**src/rtl/minisrc_proc_pkg.sv**
```systemverilog
// Shared ISA definitions for the MiniSRC core: widths, reset PC, opcodes,
// FSM state encoding, ALU operation selector and instruction field slices.
package minisrc_proc_pkg;

    localparam int          DATA_W           = 32;
    localparam logic [31:0] START_PC_ADDRESS = 32'd0;
    localparam int          NUM_REGS         = 16;

    // Opcodes (instruction bits [31:27]); anything unlisted behaves as NOP
    localparam logic [4:0] OP_LD   = 5'b00000;
    localparam logic [4:0] OP_ST   = 5'b00010;
    localparam logic [4:0] OP_ADD  = 5'b00011;
    localparam logic [4:0] OP_SUB  = 5'b00100;
    localparam logic [4:0] OP_AND  = 5'b00101;
    localparam logic [4:0] OP_OR   = 5'b00110;
    localparam logic [4:0] OP_ADDI = 5'b01100;
    localparam logic [4:0] OP_NEG  = 5'b10001;
    localparam logic [4:0] OP_NOT  = 5'b10010;
    localparam logic [4:0] OP_NOP  = 5'b11010;
    localparam logic [4:0] OP_HALT = 5'b11011;

    // Control FSM states, also exported on the debug port
    typedef enum logic [2:0] {
        ST_FETCH  = 3'd0,
        ST_EXEC   = 3'd1,
        ST_MEM    = 3'd2,
        ST_WB     = 3'd3,
        ST_HALTED = 3'd4
    } state_t;

    // Operation selector for the combinational ALU
    typedef enum logic [2:0] {
        ALU_ADD = 3'd0,
        ALU_SUB = 3'd1,
        ALU_AND = 3'd2,
        ALU_OR  = 3'd3,
        ALU_NEG = 3'd4,
        ALU_NOT = 3'd5
    } alu_op_t;

    // Instruction field slices
    function automatic logic [4:0] ir_op(input logic [31:0] ir);
        return ir[31:27];
    endfunction

    function automatic logic [3:0] ir_ra(input logic [31:0] ir);
        return ir[26:23];
    endfunction

    function automatic logic [3:0] ir_rb(input logic [31:0] ir);
        return ir[22:19];
    endfunction

    function automatic logic [3:0] ir_rc(input logic [31:0] ir);
        return ir[18:15];
    endfunction

    // 19-bit constant field, sign-extended to the datapath width
    function automatic logic [DATA_W-1:0] ir_c_sext(input logic [31:0] ir);
        return {{(DATA_W-19){ir[18]}}, ir[18:0]};
    endfunction

endpackage

```
**src/rtl/minisrc_alu.sv**
```systemverilog
// Combinational ALU for MiniSRC: 32-bit wrap-around arithmetic and logic,
// no flags. Unary operations (NEG, NOT) use only operand a.
module minisrc_alu
    import minisrc_proc_pkg::*;
(
    input  alu_op_t           op,
    input  logic [DATA_W-1:0] a,
    input  logic [DATA_W-1:0] b,
    output logic [DATA_W-1:0] y
);

    // Select the result for the requested operation
    always_comb begin
        y = '0;
        case (op)
            ALU_ADD: y = a + b;
            ALU_SUB: y = a - b;
            ALU_AND: y = a & b;
            ALU_OR:  y = a | b;
            ALU_NEG: y = '0 - a;
            ALU_NOT: y = ~a;
            default: y = '0;
        endcase
    end

endmodule

```
**src/rtl/minisrc_proc.sv**
```systemverilog
// MiniSRC multi-cycle core: FETCH -> EXEC -> (MEM) -> (WB) over a single
// shared memory port, 16-entry register file, HALT parks the core.
//
// Memory handshake: oMemRead/oMemWrite act as the request valid and are
// registered; the request (read/write, oMemAddr, oMemData) is raised on the
// edge that enters the access state and holds unchanged until an edge where
// iMemRdy=1, which completes the access (read data is sampled on that same
// edge). Read and write are never requested together.
module minisrc_proc #(
    parameter logic [31:0] START_PC_ADDRESS = minisrc_proc_pkg::START_PC_ADDRESS,
    parameter int          DATA_W           = minisrc_proc_pkg::DATA_W
) (
    input  logic                     iClk,
    input  logic                     iRst,
    output logic [DATA_W-1:0]        oMemAddr,
    output logic [DATA_W-1:0]        oMemData,
    input  logic [DATA_W-1:0]        iMemData,
    input  logic                     iMemRdy,
    output logic                     oMemRead,
    output logic                     oMemWrite,
    output minisrc_proc_pkg::state_t dbg_state
);

    import minisrc_proc_pkg::state_t;
    import minisrc_proc_pkg::alu_op_t;
    import minisrc_proc_pkg::ST_FETCH;
    import minisrc_proc_pkg::ST_EXEC;
    import minisrc_proc_pkg::ST_MEM;
    import minisrc_proc_pkg::ST_WB;
    import minisrc_proc_pkg::ST_HALTED;
    import minisrc_proc_pkg::ALU_ADD;
    import minisrc_proc_pkg::ALU_SUB;
    import minisrc_proc_pkg::ALU_AND;
    import minisrc_proc_pkg::ALU_OR;
    import minisrc_proc_pkg::ALU_NEG;
    import minisrc_proc_pkg::ALU_NOT;
    import minisrc_proc_pkg::OP_LD;
    import minisrc_proc_pkg::OP_ST;
    import minisrc_proc_pkg::OP_ADD;
    import minisrc_proc_pkg::OP_SUB;
    import minisrc_proc_pkg::OP_AND;
    import minisrc_proc_pkg::OP_OR;
    import minisrc_proc_pkg::OP_ADDI;
    import minisrc_proc_pkg::OP_NEG;
    import minisrc_proc_pkg::OP_NOT;
    import minisrc_proc_pkg::OP_HALT;
    import minisrc_proc_pkg::NUM_REGS;
    import minisrc_proc_pkg::ir_op;
    import minisrc_proc_pkg::ir_ra;
    import minisrc_proc_pkg::ir_rb;
    import minisrc_proc_pkg::ir_rc;

    state_t            state;
    logic [DATA_W-1:0] pc;
    logic [31:0]       ir;
    logic [DATA_W-1:0] z;
    logic [DATA_W-1:0] regs [NUM_REGS];

    // Decoded fields and operands of the current instruction
    logic [4:0]        op;
    logic [3:0]        ra;
    logic [3:0]        rb;
    logic [3:0]        rc;
    logic [DATA_W-1:0] c_sext;
    logic [DATA_W-1:0] ra_val;
    logic [DATA_W-1:0] rb_val;
    logic [DATA_W-1:0] rc_val;
    logic [DATA_W-1:0] ea;

    // ALU interface
    alu_op_t           alu_op;
    logic [DATA_W-1:0] alu_b;
    logic [DATA_W-1:0] alu_y;
    logic              is_alu;

    assign op     = ir_op(ir);
    assign ra     = ir_ra(ir);
    assign rb     = ir_rb(ir);
    assign rc     = ir_rc(ir);
    assign c_sext = {{(DATA_W-19){ir[18]}}, ir[18:0]};
    assign ra_val = regs[ra];
    assign rb_val = regs[rb];
    assign rc_val = regs[rc];

    // Effective address: base register index 0 means "no base", not R0
    assign ea = ((rb == 4'd0) ? '0 : rb_val) + c_sext;

    assign dbg_state = state;

    // Map the opcode onto an ALU operation and its second operand
    always_comb begin
        alu_op = ALU_ADD;
        alu_b  = rc_val;
        is_alu = 1'b1;
        case (op)
            OP_ADD:  alu_op = ALU_ADD;
            OP_SUB:  alu_op = ALU_SUB;
            OP_AND:  alu_op = ALU_AND;
            OP_OR:   alu_op = ALU_OR;
            OP_ADDI: begin
                alu_op = ALU_ADD;
                alu_b  = c_sext;
            end
            OP_NEG:  alu_op = ALU_NEG;
            OP_NOT:  alu_op = ALU_NOT;
            default: is_alu = 1'b0;
        endcase
    end

    minisrc_alu u_alu (
        .op (alu_op),
        .a  (rb_val),
        .b  (alu_b),
        .y  (alu_y)
    );

    // Control FSM, register file and registered memory request
    always_ff @(posedge iClk or posedge iRst) begin
        if (iRst) begin
            state     <= ST_FETCH;
            pc        <= START_PC_ADDRESS[DATA_W-1:0];
            ir        <= '0;
            z         <= '0;
            oMemRead  <= 1'b0;
            oMemWrite <= 1'b0;
            oMemAddr  <= '0;
            oMemData  <= '0;
            for (int i = 0; i < NUM_REGS; i++) begin
                regs[i] <= '0;
            end
        end else begin
            case (state)
                ST_FETCH: begin
                    if (!oMemRead) begin
                        // Only after reset: no request raised yet, raise it now
                        oMemRead <= 1'b1;
                        oMemAddr <= pc;
                    end else if (iMemRdy) begin
                        ir       <= iMemData;
                        pc       <= pc + 1'b1;
                        oMemRead <= 1'b0;
                        state    <= ST_EXEC;
                    end
                end

                ST_EXEC: begin
                    if (op == OP_LD) begin
                        oMemRead <= 1'b1;
                        oMemAddr <= ea;
                        state    <= ST_MEM;
                    end else if (op == OP_ST) begin
                        oMemWrite <= 1'b1;
                        oMemAddr  <= ea;
                        oMemData  <= ra_val;
                        state     <= ST_MEM;
                    end else if (op == OP_HALT) begin
                        state <= ST_HALTED;
                    end else if (is_alu) begin
                        z     <= alu_y;
                        state <= ST_WB;
                    end else begin
                        // NOP and unknown opcodes: straight to the next fetch
                        oMemRead <= 1'b1;
                        oMemAddr <= pc;
                        state    <= ST_FETCH;
                    end
                end

                ST_MEM: begin
                    if (iMemRdy) begin
                        if (oMemWrite) begin
                            oMemWrite <= 1'b0;
                            oMemRead  <= 1'b1;
                            oMemAddr  <= pc;
                            state     <= ST_FETCH;
                        end else begin
                            z        <= iMemData;
                            oMemRead <= 1'b0;
                            state    <= ST_WB;
                        end
                    end
                end

                ST_WB: begin
                    regs[ra] <= z;
                    oMemRead <= 1'b1;
                    oMemAddr <= pc;
                    state    <= ST_FETCH;
                end

                ST_HALTED: begin
                    // Terminal: only reset leaves this state
                    oMemRead  <= 1'b0;
                    oMemWrite <= 1'b0;
                end

                default: begin
                    oMemRead  <= 1'b0;
                    oMemWrite <= 1'b0;
                    state     <= ST_HALTED;
                end
            endcase
        end
    end

endmodule

```
**config.mk**
```make
export PLATFORM = sky130hd
export DESIGN_NAME = minisrc_proc
export DESIGN_NICKNAME = d
export VERILOG_FILES = /design/src/rtl/minisrc_proc_pkg.sv /design/src/rtl/minisrc_alu.sv /design/src/rtl/minisrc_proc.sv
export SDC_FILE = /design/constraint.sdc
export NUM_CORES = 2
export LEC_CHECK = 0
export ABC_AREA = 0
export CAP_MARGIN = 20
export CORE_MARGIN = 1
export CORE_UTILIZATION = 50
export CTS_BUF_LIST = sky130_fd_sc_hd__clkbuf_8
export DETAILED_ROUTE_END_ITERATION = 6
export PLACE_DENSITY_LB_ADDON = 0.25
export SYNTH_ARGS = -nofsm -noshare
export SYNTH_HDL_FRONTEND = slang
export SYNTH_SLANG_ARGS = --single-unit
```
**constraint.sdc**
```tcl
create_clock -name iClk -period 30.7 [get_ports iClk]
set_input_delay 4.605 -clock iClk [delete_from_list [all_inputs] [get_ports iClk]]
set_output_delay 4.605 -clock iClk [all_outputs]
set_load 0.1 [all_outputs]
```
## Yosys cells after proc, flatten, opt, wreduce, memory -nomap -nowiden

Cells that the tools add are included.

| cells by class | value |
|---|---|
| add/subtract/negate cells | 5 |
| $lt $le $gt $ge | 4 |
| mux-type cells | 54 |
| reduce and logical (&&, ||, !) cells | 16 |
| eq/ne operators | 34 |
| bitwise operators | 9 |

Operators with widths:

| cell | number |
|---|---|
| two-way mux 32 bit | 22 |
| bitwise mux 512 bit | 1 |
| binary-select mux 32 bit (select 4 bit) | 3 |
| one-hot mux 32 bit (6 select lines) | 1 |
| demux 32 bit (select 4 bit) | 1 |
| one-hot mux 32 bit (4 select lines) | 1 |
| adder 32 bit | 2 |
| one-hot mux 32 bit (2 select lines) | 1 |
| adder 32 x 1 -> 32 bit (second input constant) | 1 |
| AND 32 bit | 1 |
| NOT 32 bit | 1 |
| OR 32 bit | 1 |
| subtractor 1 x 32 -> 32 bit (first input constant) | 1 |
| subtractor 32 bit | 1 |
| one-hot mux 3 bit (5 select lines) | 2 |
| != test 2 bit (second input constant) | 11 |
| two-way mux 3 bit | 6 |
| == test 5 x 3 -> 1 bit (second input constant) | 3 |
| == test 5 bit (second input constant) | 3 |
| greater-or-equal comparator 5 bit (second input constant) | 3 |
| NOT 4 -> 5 bit | 3 |
| == test 3 x 2 -> 1 bit (second input constant) | 4 |
| two-way mux 1 bit | 12 |
| AND reduction 4 bit | 3 |
| 22 further kinds | 34 |

| word-level totals | value |
|---|---|
| input port bits | 35 |
| word-level logic and storage cells | 146 |
| output and inout bits | 69 |
| flip-flop bits (word level) | 677 |

## Longest topological paths before layout

| depth | value |
|---|---|
| depth in word-level cells | 12 |
| depth in mapped cells | 28 |
| depth with buffers taken out | 24 |

## Modules after synthesis

Synthesis repeated with hierarchy kept, for this count alone.

| unflattened totals | value |
|---|---|
| cells, all modules | 3513 |
| area, all modules | 43993.4 um^2 |

By module, submodules not included:

| module | cells an instance | times used | area an instance (um^2) |
|---|---|---|---|
| minisrc_proc | 2885 | 1 | 40028.4 |
| minisrc_alu | 628 | 1 | 3965.1 |

## Worst setup path before layout

No wires, ideal clock.

| timing | value |
|---|---|
| path kind | input-to-reg |
| start | input iMemRdy |
| end | register pc[28] |
| data required time | 30.577 ns |
| stages | 11 |
| arrival | 6.791 ns |
| library setup time | 0.123 ns |
| setup slack | 23.786 ns |
| cell sequence | nand2_1 nor4_1 and4_1 and2_1 nor2b_1 nand4_1 nor2_1 nand4_1 nor2_1 nand2_1 xnor2_1 |

| on the way | value |
|---|---|
| word-level cells in the longest chain between the ends | 1 |

RTL lines:

| what | line | source |
|---|---|---|
| start, declared | minisrc_proc.sv:18 | `input logic iMemRdy,` |
| AND reduction 3 bit (no line) | -- |  |
| end signal, assigned | minisrc_proc.sv:121 | `pc <= START_PC_ADDRESS[DATA_W-1:0];` |
| end signal, assigned | minisrc_proc.sv:140 | `pc <= pc + 1'b1;` |
| end, declared | minisrc_proc.sv:54 | `logic [DATA_W-1:0] pc;` |

No other way between the ends.
A chain may end at the register's enable or synchronous reset.

## Worst setup path in the final report

| timing | value |
|---|---|
| start | register state[2] (netlist: dbg_state[2]) |
| end | output dbg_state[2] |

RTL lines:

| what | line | source |
|---|---|---|
| start, declared | minisrc_proc.sv:53 | `state_t state;` |
| start signal, assigned | minisrc_proc.sv:120 | `state <= ST_FETCH;` |
| start signal, assigned | minisrc_proc.sv:142 | `state <= ST_EXEC;` |
| start signal, assigned | minisrc_proc.sv:150 | `state <= ST_MEM;` |
| end, declared | minisrc_proc.sv:21 | `output minisrc_proc_pkg::state_t dbg_state` |

No word-level cell between the ends.

==> results.toml <==
[outcome]
status = "completed"

[yosys]
ys.flop_type = "dfrtp_1"
yosysSeqAreaShare = 0.388
synth_area_leaders = "dfrtp_1 39%, mux4_2 19%, mux2_2 15%"
synth-edff-count = 0
synth-seq-cells = 677
synthXorXnorAreaFrac = 0.0249
yosys.area.top_type = "dfrtp_1"
synth-simple-area-share = 0.0673
synth_nets = 3607
synthArstFlopShare = 1.00
synth_compound_area_frac = 0.0936
synth-adder-area-share = 0.0218
synth_top_family_by_area = "multiplexers"
synth.avg_cell_area_um2 = 12.5
netlist_instances = 3497
synth_top_area_frac = 0.388
yosysWarnings = 0
yosys.cell_types.count = 95
syn-cell-area_um2 = 43700
synthMuxAreaShare = 0.371

[clock_network]
cts_tree = "done"
cts_num_sinks = 677
cts_buffers = 115
postCtsSetupBuffers = 0
root_buffer = "clkbuf_8"
cts.repair.resized = 0
clk_pin_slew_ns = 0.06
clockBufferDepth = 3
cts_hold_buf = 0
cts.htree.levels = 3
insertion_delay_ns = 0.79

[setup_path]
crit_start = "dbg_state[2]$_DFFE_PP0P_"
cp_max_fo = 13
required_ns = 26.10
path_cells = "clkdlybuf4s50_1"
path_buf_inv = 1
critPathLaunchType = "flip-flop"
worst_setup_path_end_kind = "primary output"
slowest_stage = "clkdlybuf4s50_1"
worst_path_largest_cell_delay_ns = 1.23
cp.arrival_ns = 2.68
r2r_start = "ir[18]$_DFFE_PP0P_"
path_class = "reg2out"
cp_top_family = "buffers and inverters"

[sta]
finalCritPeriodShare = 0.237
fin_tns_setup_ns = 0
min_period_ns = 7.28
drv_slew = 0
hold_violations = 0
finalSetupViolCount = 0
skew_ns = 0.0377
rsz0062_at_grt = "no"
fmax_mhz = 137
worst_pin_slew_ns = 1.20
relSlewSlack = 0.199

[floorplan]
fp.coreArea_um2 = 86600
die_h_um = 298
io_pins = 104
rows = 108
die_width_um = 298
dieArea_um2 = 88500
initial_core_util = 0.504

[hold_path]
hold_class = "reg2reg"
holdCritStartpoint = "oMemAddr[7]$_DFFE_PP0P_"

[routing]
drt_iter0_drc = 3963
vias = 32700
final_antenna_net_count = 0
drc_errors = 0
first_pass_iters = 7
drt-total-wl_mm = 143
via_per_inst = 6.89
wl_per_cell_um = 30.1

[global_routing]
grt_pass1_vias = 31700
grt_max_degree = 109
grt_pass1_wl_mm = 213
overflow = 0
antenna_found_initial = 6
track_usage = 0.323

[placement]
gp_congestion = 0.966
portBuffers = 103
dp_hpwl_mm = 89.3

[finish]
syn2layout_area_growth_pct = 9.77
n_fill_cell = 7198
layout-drive-gt1-share = 0.351
nNetsFinal = 3621
layout_commonest_cell = "dfrtp_1"
final_cell_mix = "667 x dfrtp_1, 580 x mux2_2, 361 x mux4_2"

[flow_run]
maxCapViolCount = 0
==> final cells by class <==
class                      instances  area (µm²)  area share
multi-input combinational       2506       25400       0.530
sequential                       677       17000       0.354
clock buffer                     145        2000      0.0416
timing repair buffer             177        1660      0.0346
tap                             1155        1450      0.0301
clock inverter                    56         297     0.00619
inverter                          34         135     0.00282
antenna                            4        10.0    0.000209
==> synthesized netlist by cell type, drive strengths merged (49+ instances only) <==
| library cell | n |
|---|---|
| a21oi | 155 |
| buf | 126 |
| clkbuf | 154 |
| dfrtp | 677 |
| ha | 73 |
| mux2 | 581 |
| mux2i | 149 |
| mux4 | 361 |
| nand2 | 168 |
| nor2 | 177 |
| nor3 | 67 |
| o21ai | 131 |
| o221ai | 69 |
| o22ai | 51 |
| xnor2 | 75 |
| xor2 | 49 |
==> flip-flops by register name (all words and copies together) (netlist names) <==
register and flops:
regs 512, ir 32, oMemAddr 32, oMemData 32, pc 32, z 32
dbg_state 3, oMemRead 1, oMemWrite 1
==> through the flow <==
step / cell area, µm² / instances / hold slack (ns) / worst slack (ns) / utilization
3_5_place_dp: 45600 / 4546 / 0.470 / 22.50 / 0.526
3_3_place_gp: 45600 / 4545 / 0.461 / 22.52 / 0.526
2_1_floorplan: 43700 / 3497 / 0.446 / 7.12 / -
5_1_grt: 47900 / 4751 / 0.497 / 23.07 / 0.553
4_1_cts: 47900 / 4747 / 0.484 / 23.31 / 0.553
6_report: 47900 / 4754 / 0.477 / 23.42 / 0.554
==> per-layer routing <==
| layer | global-route usage | vias up | wire length [µm] |
|---|---|---|---|
| met1 | 0.461 | 16900 | 58900 |
| met3 | 0.0880 | 307 | 16000 |
| met4 | 0.113 | 6 | 4740 |
| li1 | - | 13600 | - |
| met2 | 0.473 | 1887 | 63300 |
| met5 | 0 | - | 47 |
==> worst paths after layout <==
check	to	slack [ns]	cells after the start
max in group asynchronous	regs[21]$_DFFE_PP0P_	23.55	5
setup / recovery	dbg_state[2]	23.42	1
min in group asynchronous	ir[3]$_DFFE_PP0P_	4.35	2
hold reg to reg	oMemAddr[7]$_DFFE_PP0P_	0.48	2
setup reg to reg	z[28]$_DFFE_PP0P_	23.61	22
hold / removal	oMemAddr[7]$_DFFE_PP0P_	0.48	2
==> cell families (layout without fill, tap and decap cells) <==
kind of cell	after synthesis	count (layout)
and+or+nand+nor	604	604
AOI/OAI and AO/OA	612	612
adders and majority gates	75	75
buffers and inverters	314	412
DFF	677	677
xor gates and xnor gates	124	124
muxes	1091	1091
other	0	4
Power is not shown: default switching activity piles up to over one toggle a cycle in this logic, so the estimate is an artifact.
